<file path="src/rtl/regfile_pkg.sv">
// Shared defaults, types and helpers for the scoreboarded integer register file.
package regfile_pkg;

    localparam int unsigned XLEN_DEFAULT  = 32;
    localparam int unsigned NREGS_DEFAULT = 32;
    localparam int unsigned POP_W         = 1024;

    typedef logic [$clog2(NREGS_DEFAULT)-1:0] reg_addr_t;
    typedef logic [XLEN_DEFAULT-1:0]          xlen_t;

    // Counts set bits; callers zero-extend their vector to POP_W.
    function automatic int unsigned popcount(input logic [POP_W-1:0] v);
        int unsigned n;
        n = 0;
        for (int i = 0; i < POP_W; i++) begin
            n = n + {31'b0, v[i]};
        end
        return n;
    endfunction

endpackage

</file>
<file path="src/rtl/regfile_busy_sb.sv">
// Pending-write scoreboard: busy bits, claim accept logic, flush and busy population count.
module regfile_busy_sb
    import regfile_pkg::*;
#(
    parameter int unsigned NREGS = NREGS_DEFAULT,
    parameter int unsigned AW    = $clog2(NREGS),
    parameter int unsigned CW    = $clog2(NREGS + 1)
) (
    input  logic             clk,
    input  logic             rst,
    input  logic             wr_en,
    input  logic [AW-1:0]    wr_addr,
    input  logic             claim_en,
    input  logic [AW-1:0]    claim_addr,
    input  logic             flush,
    output logic [NREGS-1:0] busy,
    output logic             claim_ok_c,
    output logic [CW-1:0]    pending_count
);

    logic [NREGS-1:0] busy_q, busy_d;
    logic [CW-1:0]    pending_count_q, pending_count_d;

    always_comb begin
        claim_ok_c = claim_en & ~flush &
                     ((claim_addr == '0) | ~busy_q[claim_addr] |
                      (wr_en & (wr_addr == claim_addr)));
    end

    // Later assignments win: flush over claim set over write clear.
    always_comb begin
        busy_d = busy_q;
        if (wr_en && (wr_addr != '0)) begin
            busy_d[wr_addr] = 1'b0;
        end
        if (claim_ok_c && (claim_addr != '0)) begin
            busy_d[claim_addr] = 1'b1;
        end
        if (flush) begin
            busy_d = '0;
        end
        busy_d[0] = 1'b0;
        pending_count_d = CW'(popcount(POP_W'(busy_d)));
    end

    always_ff @(posedge clk or posedge rst) begin
        if (rst) begin
            busy_q          <= '0;
            pending_count_q <= '0;
        end else begin
            busy_q          <= busy_d;
            pending_count_q <= pending_count_d;
        end
    end

    assign busy          = busy_q;
    assign pending_count = pending_count_q;

endmodule

</file>
<file path="src/rtl/regfile_sb.sv">
// Integer register file with hardwired x0, optional write bypass and pending-write scoreboard.
module regfile_sb
    import regfile_pkg::*;
#(
    parameter int unsigned XLEN   = XLEN_DEFAULT,
    parameter int unsigned NREGS  = NREGS_DEFAULT,
    parameter int unsigned NREAD  = 2,
    parameter int unsigned BYPASS = 1
) (
    input  logic                       clk,
    input  logic                       rst,
    input  logic [NREAD*$clog2(NREGS)-1:0] rs_addr,
    output logic [NREAD*XLEN-1:0]      rs_data,
    output logic [NREAD-1:0]           rs_busy,
    input  logic                       wr_en,
    input  logic [$clog2(NREGS)-1:0]   wr_addr,
    input  logic [XLEN-1:0]            wr_data,
    input  logic                       claim_en,
    input  logic [$clog2(NREGS)-1:0]   claim_addr,
    output logic                       claim_ok,
    input  logic                       flush,
    output logic [$clog2(NREGS+1)-1:0] pending_count
);

    localparam int unsigned AW = $clog2(NREGS);
    localparam int unsigned CW = $clog2(NREGS + 1);

    logic [XLEN-1:0]  mem_q [NREGS];
    logic [XLEN-1:0]  mem_d [NREGS];
    logic [NREGS-1:0] busy;
    logic             wr_live;

    assign wr_live = wr_en && (wr_addr != '0);

    always_comb begin
        mem_d = mem_q;
        if (wr_live) begin
            mem_d[wr_addr] = wr_data;
        end
    end

    always_ff @(posedge clk or posedge rst) begin
        if (rst) begin
            for (int i = 0; i < NREGS; i++) begin
                mem_q[i] <= '0;
            end
        end else begin
            mem_q <= mem_d;
        end
    end

    regfile_busy_sb #(
        .NREGS (NREGS),
        .AW    (AW),
        .CW    (CW)
    ) u_busy (
        .clk           (clk),
        .rst           (rst),
        .wr_en         (wr_en),
        .wr_addr       (wr_addr),
        .claim_en      (claim_en),
        .claim_addr    (claim_addr),
        .flush         (flush),
        .busy          (busy),
        .claim_ok_c    (claim_ok),
        .pending_count (pending_count)
    );

    for (genvar i = 0; i < NREAD; i++) begin : g_rd
        logic [AW-1:0]   addr;
        logic [XLEN-1:0] rd_data;
        logic            rd_busy;

        assign addr = rs_addr[i*AW +: AW];

        // x0 first, then same-cycle forwarding, then stored state.
        always_comb begin
            rd_data = mem_q[addr];
            rd_busy = busy[addr];
            if (addr == '0) begin
                rd_data = '0;
                rd_busy = 1'b0;
            end else if ((BYPASS != 0) && wr_en && (wr_addr == addr)) begin
                rd_data = wr_data;
                rd_busy = 1'b0;
            end
        end

        assign rs_data[i*XLEN +: XLEN] = rd_data;
        assign rs_busy[i]              = rd_busy;
    end

endmodule

</file>
<file path="config.mk">
export PLATFORM = sky130hd
export DESIGN_NAME = regfile_sb
export DESIGN_NICKNAME = d
export VERILOG_FILES = /design/src/rtl/regfile_pkg.sv /design/src/rtl/regfile_busy_sb.sv /design/src/rtl/regfile_sb.sv
export SDC_FILE = /design/constraint.sdc
export NUM_CORES = 2
export LEC_CHECK = 0
export BUFFER_PORTS_ARGS = -buffer_cell sky130_fd_sc_hd__buf_2
export CAP_MARGIN = 20
export CORE_MARGIN = 1.5
export CORE_UTILIZATION = 35
export DETAILED_ROUTE_END_ITERATION = 7
export SLEW_MARGIN = 20
export SYNTH_ARGS = -nofsm -noshare
export SYNTH_HDL_FRONTEND = slang
export SYNTH_SLANG_ARGS = --single-unit
</file>
<file path="constraint.sdc">
create_clock -name clk -period 39 [get_ports clk]
set_input_delay 7.8 -clock clk [delete_from_list [all_inputs] [get_ports clk]]
set_output_delay 7.8 -clock clk [all_outputs]
set_load 0.1 [all_outputs]
</file>
# After elaboration in Yosys (flattened, before gate mapping)
# Index checks and enable logic that the tools add are counted.
[totals] register_bits=1061 inputBits=57 elab_cells=132
[classes] n_addsub=30 n_lt_le_gt_ge=10 eq_ne=3 mux=30 bitwise=13 reduce_logical=12
[ops] cell="1024-bit bitwise mux" count=1
[ops] cell="32-bit two-way mux" count=12
[ops] cell="32-bit binary-select mux with 5-bit select" count=2
[ops] cell="6-bit by 1-bit adder with 6-bit output" count=29
[ops] cell="32-bit demux with 5-bit select" count=1
[ops] cell="32-bit AND" count=1
[ops] cell="32-bit inverter" count=1
[ops] cell="32-bit OR" count=1
[ops] cell="5-bit by 6-bit less-than comparator with 1-bit output, second input constant" count=4
[ops] cell="6-bit >= comparator, second input constant" count=3
[ops] cell="5-bit inverter with 6-bit output" count=3
[ops] cell="1-bit binary-select mux with 5-bit select" count=3
[ops] cell="5-bit equality test" count=3
[ops] cell="5-bit logical NOT" count=3
[ops] cell="1-bit demux with 5-bit select" count=2
[ops] cell="5-bit by 1-bit >= comparator with 1-bit output, second input constant" count=2
[ops] cell="5-bit nonzero test" count=2
[ops] cell="1-bit two-way mux" count=9
[ops] cell="1-bit logical AND" count=7
[ops] cell="6-bit by 1-bit less-than comparator with 1-bit output, second input constant" count=1
[ops] cell="1-bit AND" count=3
[ops] cell="1-bit by 1-bit adder with 2-bit output" count=1
[ops] cell="1-bit inverter" count=2
[ops] cell="1-bit OR" count=2

# Depth between registers and ports, before layout
[depth] depth_word=40 ltp_mapped=26

# Modules after synthesis
# Synthesis repeated with hierarchy kept, for this count alone.
[hier_totals] cells_unflattened=4341 area_unflattened_um2=59503.3
[by_module_without_submodules] mod="regfile_sb" instances=1 cells_each=3944 area_per_inst_um2=56027.5
[by_module_without_submodules] mod="regfile_busy_sb" instances=1 cells_each=397 area_per_inst_um2=3475.8

# Worst setup path before layout
# Ideal clock, no wire load.
[synth_path] path_type="input-to-output" startpoint="input rs_addr[1]" endpoint="output rs_data[24]" t_arrival_ns=12.330 slack_ns=18.870 stages=7 cell_sequence="buf_2 buf_2 buf_2 mux4_2 mux2_2 a21oi_1 o311ai_0"
[synth_between] elab_chain_len=6 word_cells_on_any_way=9 classes_between="eq/ne: 1; mux: 5; bitwise: 1; reduce/logical: 2"
[synth_lines] item="from (decl)" line="regfile_sb.sv:12" rtl="input logic [NREAD*$clog2(NREGS)-1:0] rs_addr,"
[synth_lines] item="5-bit inverter with 6-bit output (implied by the code)" line="regfile_sb.sv:78" rtl="rd_data = mem_q[addr];"
[synth_lines] item="32-bit binary-select mux with 5-bit select" line="regfile_sb.sv:78"
[synth_lines] item="32-bit two-way mux (implied by the code) (2 in a row)" line="regfile_sb.sv:78"
[synth_lines] item="32-bit two-way mux" line="regfile_sb.sv:83" rtl="end else if ((BYPASS != 0) && wr_en && (wr_addr == addr)) begin"
[synth_lines] item="32-bit two-way mux (*)" line="regfile_sb.sv:80" rtl="if (addr == '0) begin"
[synth_lines] item="to (decl)" line="regfile_sb.sv:13" rtl="output logic [NREAD*XLEN-1:0] rs_data,"
# Every way passes the cells marked *; elsewhere a longest branch is shown, timed or not. The select of a mux whose other input is x is not followed.

# Worst setup path after layout
[layout_path] startpoint="input rs_addr[0]" endpoint="output rs_data[3]"
# The elaborated chain is that of the path after synthesis.

==> out/qor.yml <==
status: "completed"
dieWidth_um: 408
rows: 148
p_switching_w: 0.000968
grt_first_pass_wirelength_um: 282000
wl_um: 196000
layout-drive-gt1-share_pct: 51.7
synth_xor_xnor_area_share_pct: 0.274
ctsHoldBuffers: 0
synth.top_cell.area_share_pct: 46.2
power.density_nw_per_um2: 51.6
pwr-share-clk_pct: 34.1
dp_hpwl_um: 106000
drv_slew: 0
area_growth_pct: 11.5
start_util_pct: 35.3
syn_area_per_cell_um2: 14.8
synthMuxAreaShare_pct: 41.2
slew_headroom_pct: 18.2
crit_type: "input port to primary output"
peakVddDrop_mv: 0.0380
cp.depth: 9
whs_ns: 0.392
worst-r2r-setup-slack_ns: 32.32
crit_buf_inv: 5
synthSimpleGateAreaFrac_pct: 2.91
cts_tree: "yes"
yosys_warnings: 0
crit_path_end_kind: "primary output"
synth_nets: 3970
insertion_delay_ns: 0.76
drt-vias-per-instance: 6.24
post_synth_num_cell_types: 58
crit_slowest_cell: "buf_4"
synth_seq_cells: 1061
start_kind: "input port"
synth_most_common_cell: "dfrtp_1"
syn_area_um2: 57500
cp_data_required_time_ns: 31.20
synth_enable_flop_cells: 0
overflow: 0
period_share_pct: 51.1
die_area_um2: 167000
cts.sinks: 1061
ant_nets: 0
pin_count: 130
routabilityCongestion: 0.813
antenna_found_initial: 13
dieHeight_um: 408
grt.total_usage_pct: 23.3
leakage_nw: 27.2
crit_top_cell: "buf_4"
r2r_end: "u_busy.pending_count[4]"
period_minus_slack_ns: 19.93
hold_class: "register to register"
cp-startpoint: "rs_addr[0]"
use_met3_pct: 5.25
clkTransAtPathRegs_ns: 0.06
worstPathCellList: "buf_8, buf_4, buf_4, buf_4, mux4_2, o22ai_1, nor4_1, a22o_1, buf_2"
drc: 0
grt_max_degree: 184
crit_fanout: 41
grtUsageMet2_pct: 35.6
r2r-start: "u_busy.busy[11]"
cts_resized: 0
timing.fmax_mhz: 50.2
cts_buffers: 112
synth_top_family_by_area: "multiplexers"
cp.arrival_ns: 12.13
grt_pass1_vias: 38131
rsz0062_at_grt: "false"
clockBufferDepth: 3
async_flop_share_pct: 100
post_cts_buffers: 0
fin_tns_setup_ns: 0
met1_usage_pct: 33.1
worstMarginPinSlew_ns: 1.23
setup_viol: 0
synthTopCellsByArea: "dfrtp_1, mux4_2, mux2_2"
drtIter0Drc: 4002
synth_compound_area_share_pct: 5.05
synth.top_cells.by_count: "dfrtp_1, mux2_2, mux4_2"
htree_levels: 3
vias: 37737
seq_area_frac_synth_pct: 46.2
path_delay_family: "buffers and inverters"
slowest_delay_ns: 0.72
reg2regPathDepth: 21
synthCells: 3881
maxCapViolCount: 0
switching_share_pct: 29.3
coreArea_um2: 163000
cts_root_buf: "clkbuf_16"
p_seq_share_pct: 43.7
port_buffers: 129
synth_largest_area_cell: "dfrtp_1"
synth_fa_ha_area_share_pct: 0.997
nNetsFinal: 3866
final.setup_skew_ns: 0.0411
drt_pass1_iterations: 5
crit_end: "rs_data[3]"
grt-busiest-layer: "met2"
p_int_w: 0.00234
routedWlPerCell_um: 32.4
hold_viol_final: 0
pwr-share-comb_pct: 22.2
synth_top_flop_cell: "dfrtp_1"
==> metal layers <==
| metal | part of all wire (%) | up-vias | wire, um |
|---|---|---|---|
| met5 | 0.014 | - | 28 |
| met4 | 3.2 | 6 | 6260 |
| met3 | 9.5 | 366 | 18700 |
| met2 | 46 | 1887 | 89300 |
| met1 | 42 | 20541 | 81800 |
| li1 | - | 14937 | - |
==> placed cells by master (no fill, tap or decap), drive strengths merged, types with 7 or more instances in the layout <==
cell type,Yosys,routed
nor3b,24,24
a21oi,26,26
mux2i,39,39
xnor2,10,10
mux4,527,527
and3b,14,14
mux2,1013,1013
clkbuf,251,176
a31oi,28,28
nand3b,24,24
fa,23,23
nor4,38,38
a32o,9,9
buf,193,226
nand2,80,80
o311ai,7,7
xor2,8,8
inv,28,31
nor2,38,38
bufinv,0,8
o21ai,21,21
clkinv,0,15
a22oi,64,64
o31ai,20,20
o22ai,156,156
nor2b,13,13
a22o,44,44
ha,9,9
o31a,17,17
dfrtp,1061,1061
nand3,47,47
==> registers in the layout, summed over array words and instances, names as in the netlist <==
signal                cells
u_busy.pending_count      6
mem_q                  1024
u_busy.busy              31
==> logic make-up (layout without fill, tap and decap cells) <==
family	Yosys count	in the layout
xor+xnor	18	18
fa+ha+maj	32	32
flops	1061	1061
mux	1579	1579
other cells	0	6
buf+inv	472	460
compound gates	411	411
simple gates	308	308
==> worst min path at each step <==
stage           startpoint  slack (ns)           to  depth (start not counted)
3_3_place_gp   mem_q[1005]        0.38  mem_q[1005]                          0
4_1_cts        mem_q[1011]        0.40  mem_q[1011]                          0
5_1_grt        mem_q[1015]        0.41  mem_q[1015]                          0
2_1_floorplan  mem_q[1000]        0.44  mem_q[1000]                          1
6_report       mem_q[1011]        0.39  mem_q[1011]                          0
3_5_place_dp   mem_q[1013]        0.38  mem_q[1013]                          0
==> cell type report <==
type | count | area (um2)
Sequential cell | 1061 | 26600
Tap cell | 2175 | 2720
Clock buffer | 176 | 3430
Antenna cell | 6 | 15.0
Timing Repair Buffer | 226 | 1530
Inverter | 28 | 113
Clock inverter | 30 | 434
Fill cell | 15158 | 98900
Multi-Input combinational cell | 2348 | 29300
==> power by group through the flow <==
stage	combinational (W)	clock (W)	sequential (W)
3_3_place_gp	0.000718	0	0.00145
3_5_place_dp	0.000731	0	0.00146
5_1_grt	0.000775	0.00119	0.00147
4_1_cts	0.000732	0.00115	0.00144
2_1_floorplan	0.000591	0	0.00142
6_report	0.000734	0.00113	0.00144
==> per-stage QoR <==
step / util [%] / total power [W] / worst slack (ns) / instance area, um2 / cells
2_1_floorplan: - / 0.00201 / 1.33 / 57500 / 3881
3_3_place_gp: 36.9 / 0.00217 / 19.10 / 60100 / 5835
3_5_place_dp: 36.9 / 0.00219 / 19.04 / 60100 / 5835
4_1_cts: 39.3 / 0.00332 / 19.03 / 64000 / 6041
5_1_grt: 39.3 / 0.00344 / 18.80 / 64100 / 6044
6_report: 39.3 / 0.00331 / 19.07 / 64100 / 6050
No activity file was read; power rests on OpenSTA's default activity.
